===== src/rtl/conv_window_fetcher.sv =====
// conv_window_fetcher
//   Walks a row-major IMG_W x IMG_H feature map held in a single-port Buffer
//   and presents one K x K window per output position (stride 1, raster
//   order) on a valid/ready interface. Buffer read data is combinational and
//   is captured into the window in the same cycle the address is driven.
//
//   Optional build macro: CONV_WINDOW_ZERO_PAD_EN
//     defined   -> "same" zero padding, output grid equals the image grid
//     undefined -> no padding, output grid (IMG_W-K+1) x (IMG_H-K+1)
//
// Ports
//   clk, rst_n  clock, asynchronous active-low reset
//   start       begin one frame (sampled only while idle)
//   busy        high whenever the fetcher is not idle
//   done        one-cycle pulse after the last window handshake
//   buf_adr     Buffer read address (held outside fetch, 0 after reset)
//   buf_data    Buffer read data, valid the same cycle as buf_adr
//   win_valid   win_data holds a complete window
//   win_ready   consumer accepts the window
//   win_data    tap (r,c) at bits [(r*K+c)*WORD_SIZE +: WORD_SIZE]
//   win_row     output-position row of the current window
//   win_col     output-position column of the current window
module conv_window_fetcher #(
  parameter int WORD_SIZE = 8,
  parameter int IMG_W     = 28,
  parameter int IMG_H     = 28,
  parameter int K         = 5,
  localparam int ADR_SIZE = $clog2(IMG_W*IMG_H),
  localparam int RW       = $clog2(IMG_H),
  localparam int CW       = $clog2(IMG_W)
) (
  input  logic                     clk,
  input  logic                     rst_n,
  input  logic                     start,
  output logic                     busy,
  output logic                     done,
  output logic [ADR_SIZE-1:0]      buf_adr,
  input  logic [WORD_SIZE-1:0]     buf_data,
  output logic                     win_valid,
  input  logic                     win_ready,
  output logic [K*K*WORD_SIZE-1:0] win_data,
  output logic [RW-1:0]            win_row,
  output logic [CW-1:0]            win_col
);

  localparam int KW = (K > 1) ? $clog2(K) : 1;
  localparam int TW = (K > 1) ? $clog2(K*K) : 1;
`ifdef CONV_WINDOW_ZERO_PAD_EN
  localparam int P     = (K - 1) / 2;
  localparam int OUT_W = IMG_W;
  localparam int OUT_H = IMG_H;
`else
  localparam int OUT_W = IMG_W - K + 1;
  localparam int OUT_H = IMG_H - K + 1;
`endif

  typedef enum logic [1:0] {
    S_IDLE  = 2'd0,
    S_FETCH = 2'd1,
    S_HOLD  = 2'd2,
    S_DONE  = 2'd3
  } state_t;

  state_t                state_q, state_d;
  logic [RW-1:0]         wr_q;
  logic [CW-1:0]         wc_q;
  logic [KW-1:0]         tr_q, tc_q;
  logic [TW-1:0]         t_q;
  logic [ADR_SIZE-1:0]   adr_q;
  logic [WORD_SIZE-1:0]  taps_q [K*K];

  logic [ADR_SIZE-1:0]   fetch_adr;
  logic [WORD_SIZE-1:0]  tap_pix;
  logic                  last_tap, last_win;

  assign last_tap = (tr_q == KW'(K-1)) && (tc_q == KW'(K-1));
  assign last_win = (wr_q == RW'(OUT_H-1)) && (wc_q == CW'(OUT_W-1));

  // Address of the current tap; arithmetic is one bit wider than the
  // address bus and truncated afterwards.
`ifdef CONV_WINDOW_ZERO_PAD_EN
  logic signed [31:0] pr, pc;
  logic               oob;

  always_comb begin
    pr  = int'(wr_q) + int'(tr_q) - P;
    pc  = int'(wc_q) + int'(tc_q) - P;
    oob = (pr < 0) || (pr >= IMG_H) || (pc < 0) || (pc >= IMG_W);
    if (oob) begin
      fetch_adr = '0;
      tap_pix   = '0;
    end else begin
      fetch_adr = ADR_SIZE'((ADR_SIZE+1)'(pr) * (ADR_SIZE+1)'(IMG_W)
                            + (ADR_SIZE+1)'(pc));
      tap_pix   = buf_data;
    end
  end
`else
  always_comb begin
    fetch_adr = ADR_SIZE'(((ADR_SIZE+1)'(wr_q) + (ADR_SIZE+1)'(tr_q))
                          * (ADR_SIZE+1)'(IMG_W)
                          + (ADR_SIZE+1)'(wc_q) + (ADR_SIZE+1)'(tc_q));
    tap_pix   = buf_data;
  end
`endif

  always_comb begin
    state_d = state_q;
    case (state_q)
      S_IDLE:  if (start) state_d = S_FETCH;
      S_FETCH: if (last_tap) state_d = S_HOLD;
      S_HOLD:  if (win_ready) state_d = last_win ? S_DONE : S_FETCH;
      S_DONE:  state_d = S_IDLE;
      default: state_d = S_IDLE;
    endcase
  end

  always_ff @(posedge clk or negedge rst_n) begin
    if (!rst_n) begin
      state_q <= S_IDLE;
      wr_q    <= '0;
      wc_q    <= '0;
      tr_q    <= '0;
      tc_q    <= '0;
      t_q     <= '0;
      adr_q   <= '0;
      for (int unsigned i = 0; i < K*K; i++) taps_q[i] <= '0;
    end else begin
      state_q <= state_d;
      case (state_q)
        S_IDLE: begin
          if (start) begin
            wr_q <= '0;
            wc_q <= '0;
            tr_q <= '0;
            tc_q <= '0;
            t_q  <= '0;
          end
        end
        S_FETCH: begin
          taps_q[t_q] <= tap_pix;
          adr_q       <= fetch_adr;
          t_q         <= last_tap ? '0 : t_q + 1'b1;
          if (tc_q == KW'(K-1)) begin
            tc_q <= '0;
            tr_q <= last_tap ? '0 : tr_q + 1'b1;
          end else begin
            tc_q <= tc_q + 1'b1;
          end
        end
        S_HOLD: begin
          if (win_ready && !last_win) begin
            if (wc_q == CW'(OUT_W-1)) begin
              wc_q <= '0;
              wr_q <= wr_q + 1'b1;
            end else begin
              wc_q <= wc_q + 1'b1;
            end
          end
        end
        default: ;
      endcase
    end
  end

  for (genvar g = 0; g < K*K; g++) begin : g_pack
    assign win_data[g*WORD_SIZE +: WORD_SIZE] = taps_q[g];
  end

  // Live address while fetching, otherwise the last address fetched.
  assign buf_adr   = (state_q == S_FETCH) ? fetch_adr : adr_q;
  assign busy      = (state_q != S_IDLE);
  assign done      = (state_q == S_DONE);
  assign win_valid = (state_q == S_HOLD);
  assign win_row   = wr_q;
  assign win_col   = wc_q;

endmodule


===== config.mk =====
export PLATFORM = sky130hd
export DESIGN_NAME = conv_window_fetcher
export DESIGN_NICKNAME = d
export VERILOG_FILES = /design/src/rtl/conv_window_fetcher.sv
export SDC_FILE = /design/constraint.sdc
export NUM_CORES = 1
export LEC_CHECK = 0
export BUFFER_PORTS_ARGS = -buffer_cell sky130_fd_sc_hd__buf_2
export CORE_MARGIN = 2
export CORE_UTILIZATION = 35
export CTS_BUF_LIST = sky130_fd_sc_hd__clkbuf_8
export CTS_CLUSTER_DIAMETER = 120
export DETAILED_ROUTE_END_ITERATION = 8
export HOLD_SLACK_MARGIN = 0.02
export PLACE_DENSITY = 0.53
export SYNTH_ARGS = -nofsm -noshare
export SYNTH_HDL_FRONTEND = slang
export SYNTH_SLANG_ARGS = --single-unit

===== constraint.sdc =====
create_clock -name clk -period 12.8 [get_ports clk]
set_input_delay 1.92 -clock clk [delete_from_list [all_inputs] [get_ports clk]]
set_output_delay 1.92 -clock clk [all_outputs]
set_load 0.03 [all_outputs]

---- After elaboration in Yosys (flattened, before gate mapping) ----
Index checks and enable logic that the tools add are counted.
storage, ports and cells
  output and inout bits ................... 223
  flip-flop bits (word level) ............. 233
operators by class
  equality and inequality tests ........... 13
  bitwise operators ....................... 1
  multipliers ............................. 1
  muxes and demuxes ....................... 24
  reduce and logical (&&, ||, !) cells .... 14
  add/subtract/negate cells ............... 8
  order comparisons ....................... 2
operators by type and width
  kind                                                                     number
  200-bit bitwise mux                                                      1
  8-bit demux with 5-bit select                                            1
  5-bit 2-to-1 mux                                                         6
  5-bit one-hot mux with 2 select lines                                    3
  5-bit by 1-bit adder with 5-bit output, second input constant            3
  3-bit 2-to-1 mux                                                         4
  3-bit one-hot mux with 2 select lines                                    2
  10-bit by 3-bit adder with 10-bit output                                 1
  10-bit by 5-bit adder with 10-bit output                                 1
  5-bit == test, second input constant                                     2
  10-bit 2-to-1 mux                                                        1
  3-bit AND reduction                                                      3
  6-bit by 3-bit multiplier with 8-bit output, second input constant       1
  2-bit 2-to-1 mux                                                         4
  8-bit 2-to-1 mux                                                         1
  2-bit one-hot mux with 4 select lines                                    1
  3-bit by 1-bit adder with 3-bit output, second input constant            2
  5-bit by 3-bit adder with 6-bit output                                   1
  3-bit == test, second input constant                                     2
  6-bit greater-or-equal comparator, second input constant                 1
  6-bit by 1-bit < comparator with 1-bit output, second input constant     1
  2-bit by 1-bit inequality test with 1-bit output, second input constant  3
  2-bit inequality test, second input constant                             3
  5-bit inverter with 6-bit output                                         1
  8 further kinds                                                          14

---- Logic depth before layout (Yosys ltp) ----
  word-level depth ........................ 6
  depth in mapped cells ................... 14
  depth with buffers taken out ............ 14

---- Least setup slack after synthesis ----
No wires, ideal clock.
  kind .................................... reg-to-output
  start point ............................. register wr_q[0], in the netlist win_row[0]
  end point ............................... output buf_adr[7]
  data arrival time ....................... 4.234 ns
  required time ........................... 10.880 ns
  cell stages (with the launch flop) ...... 15
  path buffers ............................ 0
  setup slack ............................. 6.646 ns
  cells stage by stage .................... dfrtp_1 ha_1 fa_1 xor2_1 fa_1 ha_1 inv_1 fa_1 inv_1 ha_1 a21oi_1 o21ai_0 nand2_1 xnor2_1 o21ai_0
on the way
  cells in the longest elaborated chain, start to end .. 5
ends and longest elaborated chain
  element                                      line  text
  from (decl)                                  65    logic [RW-1:0] wr_q;
  from (signal assigned)                       155   wr_q <= wr_q + 1'b1;
  5-bit by 3-bit adder with 6-bit output       100   fetch_adr = ADR_SIZE'(((ADR_SIZE+1)'(wr_q) + (ADR_SIZE+1)'(tr_q))
  6-bit by 3-bit multiplier with 8-bit output  101   * (ADR_SIZE+1)'(IMG_W)
  10-bit by 5-bit adder with 10-bit output     102   + (ADR_SIZE+1)'(wc_q) + (ADR_SIZE+1)'(tc_q));
  10-bit by 3-bit adder with 10-bit output     102
  10-bit 2-to-1 mux                            -
  to (decl)                                    37    output logic [ADR_SIZE-1:0] buf_adr,
Every way passes these cells.

---- Final worst setup path ----
  start point ............................. register wr_q[0], in the netlist win_row[0]
  end point ............................... output buf_adr[9]
Same word-level chain as after synthesis.

==> flow_metrics.py <==
metrics = {
    "run_status": {
        "status": "complete, no violations",
    },
    "clock_network": {
        "postCtsSetupBuffers": 0,
        "cts.sinks": 233,
        "cts-htree-levels": 2,
        "max-clock-path-buffers": 3,
        "cts_tree": "done",
        "clk_latency_ps": 540,
        "cts_resized": 0,
        "cts_root_buf": "clkbuf_8",
        "clk_pin_slew_ps": 60,
        "numCtsBuffers": 43,
        "hold_buffers": 0,
    },
    "floorplanning": {
        "io_pins": 235,
        "fp.coreArea_um2": 28000,
        "start_util_pct": 35.7,
        "die_h_um": 173,
        "rows": 61,
        "die_area_um2": 30000,
        "die_w_um": 173,
    },
    "grt": {
        "grt_max_degree": 130,
        "grt_overflow": 0,
        "grt_pass1_wl_um": 41600,
        "grt_pass1_vias": 6933,
        "antenna_found_initial": 0,
        "grt_use_total_pct": 17.7,
    },
    "timing": {
        "final_hold_viol_count": 0,
        "setup-tns-final_ps": 0,
        "timing.final.crit_share_pct": 51.7,
        "worst-slew-pin-transition_ps": 996,
        "finClkSkew_ps": 15.1,
        "holdWs_ps": 470,
        "finalSetupViolCount": 0,
        "fmax_mhz": 151,
        "fin_crit_ps": 6620,
        "slew_headroom_pct": 33.6,
        "rsz0062_at_grt": "no",
        "maxSlewViolCount": 0,
        "final.setup.worst_slack_ps": 6180,
    },
    "setup_path": {
        "required_ps": 10880,
        "worstSetupStartpointType": "register",
        "critPathCaptureType": "output pin",
        "timing_worst_setup_path_type": "reg2out",
        "critPathMaxFanout": 6,
        "crit_arrival_ps": 4700,
    },
    "synthesis": {
        "ys.flop_type": "dfrtp_1",
        "ys_seq_area_share_pct": 58.2,
        "yosys.area.top_type": "dfrtp_1",
        "synth_nets": 782,
        "synth_area_leaders": "dfrtp_1 58%, mux2_2 22%, ha_1 4.0%",
        "synth_enable_flop_cells": 0,
        "syn_inst": 733,
        "synth.most_common_cell": "dfrtp_1",
        "syn_area_um2": 10000,
        "async_reset_ff_share_pct": 100,
        "yosys-top-cells-count": "233 x dfrtp_1, 200 x mux2_2, 52 x nand2_1",
        "synth_top_area_share_pct": 58.2,
        "ys_ff_latch": 233,
        "synth_warnings": 0,
        "synth.distinct_cells": 49,
        "synth_area_per_cell_um2": 13.7,
    },
    "final_layout": {
        "syn2layout_area_growth_pct": 24.4,
        "drive_gt1_share_pct": 50.3,
        "nets": 1031,
        "final_area_um2": 12500,
        "diodes": 0,
    },
    "routing": {
        "dr.pass1.iters": 4,
        "first_iter_violations": 274,
        "drc": 0,
        "route.vias.total": 6756,
        "routedWlPerCell_um": 19.0,
        "ant_nets": 0,
        "wl_um": 26400,
        "viasPerCell": 4.85,
    },
    "place": {
        "dp_hpwl_um": 17600,
        "portBuffers": 234,
        "place_congestion": 0.800,
        "place_area_um2": 11500,
        "place_ws_ps": 6700,
    },
    "job": {
        "cap_viol_max_count": 0,
    },
    "power_and_ir_drop": {
        "power_leakage_nw": 6.16,
        "p_per_area_nw_per_um2": 260,
        "max-vdd-ir-drop_v": 0.000153,
        "finalPower_w": 0.00323,
    },
    "hold_path": {
        "holdCritPathClass": "reg2reg",
    },
}
## per-stage QoR
| step | utilization (%) | instances |
|---|---|---|
| final | 44.5 | 1392 |
| after global routing | 44.5 | 1392 |
| after CTS | 44.5 | 1392 |
| after detailed placement | 41.2 | 1315 |
| after global placement | 41.2 | 1315 |
| after floorplan | - | 733 |
## final timing paths
| path | start | end | slack, ps | depth (start not counted) |
|---|---|---|---|---|
| min in group asynchronous | rst_n | win_data[101]$_DFFE_PN0P_ | 1520 | 1 |
| worst min register to register | adr_q[2]$_DFF_PN0_ | adr_q[2]$_DFF_PN0_ | 470 | 2 |
| max in group asynchronous | rst_n | win_data[81]$_DFFE_PN0P_ | 9350 | 3 |
| worst min-delay path | adr_q[2]$_DFF_PN0_ | adr_q[2]$_DFF_PN0_ | 470 | 2 |
| worst max-delay path | win_row[0]$_DFFE_PN0P_ | buf_adr[9] | 6180 | 15 |
| worst max register to register | win_row[0]$_DFFE_PN0P_ | adr_q[9]$_DFF_PN0_ | 8700 | 14 |
## cell families after synthesis
group,count (synthesis),synth area share (%)
simple gates,124,5.95
flops,233,58.2
xor+xnor,19,1.66
compound gates,69,4.56
fa+ha+maj,37,5.00
buf+inv,51,2.11
mux,200,22.5
## critical path, stage by stage (launching register included)
cell,delay (ps)
dfrtp_1,440
ha_1,260
fa_1,400
xor2_1,450
fa_1,510
ha_1,210
inv_1,70
fa_1,400
inv_1,60
ha_1,180
nand2_1,70
o21ai_0,160
nand2_1,150
o32a_1,330
a211o_1,280
buf_2,180
## sequential cells by signal, indices dropped and copies added, names as in the netlist
name      count
tc_q          3
adr_q        10
win_data    200
t_q           5
win_col       5
tr_q          3
state_q       2
win_row       5
## where the power goes
group	internal (W)	total [W]	switching, W
Clock	0.000427	0.000742	0.000316
Combinational	0.000473	0.00140	0.000924
Sequential	0.000956	0.00109	0.000137
## final cells by class
| class | instances | area, um2 |
|---|---|---|
| sequential | 233 | 5830 |
| inverter | 18 | 67.6 |
| fill | 2682 | 15600 |
| clock buffer | 55 | 757 |
| clock inverter | 22 | 151 |
| timing repair buffer | 237 | 1200 |
| multi-input combinational | 449 | 3970 |
| tap | 378 | 473 |
## cells in the final DEF, fill, tap and decap left out, types with 3 or more instances in the layout
cell type / synthesis / layout
nor2_1: 21 / 21
buf_2: 4 / 233
buf_4: 2 / 3
clkbuf_8: 0 / 55
a21oi_1: 10 / 10
fa_1: 5 / 5
clkinv_2: 0 / 6
nand4b_1: 3 / 3
inv_1: 18 / 30
nand3_1: 18 / 18
nor2b_1: 4 / 3
a22o_1: 3 / 3
o21ai_0: 27 / 27
xnor2_1: 11 / 11
a31oi_1: 3 / 3
o31ai_1: 3 / 3
xor2_1: 8 / 8
a21o_1: 10 / 10
mux2_2: 200 / 200
ha_1: 32 / 32
nor3_1: 5 / 5
dfrtp_1: 233 / 233
nand2_1: 52 / 52
nand2b_1: 4 / 4
## routing by layer
| metal | track usage, % | part of all wire (%) | up-vias |
|---|---|---|---|
| li1 | - | - | 3101 |
| met1 | 23.4 | 45 | 3389 |
| met2 | 27.3 | 45 | 219 |
| met3 | 6.60 | 8.3 | 47 |
| met4 | 5.23 | 2.3 | 0 |
| met5 | 0 | 0 | - |
No activity file was read; power rests on OpenSTA's default activity.
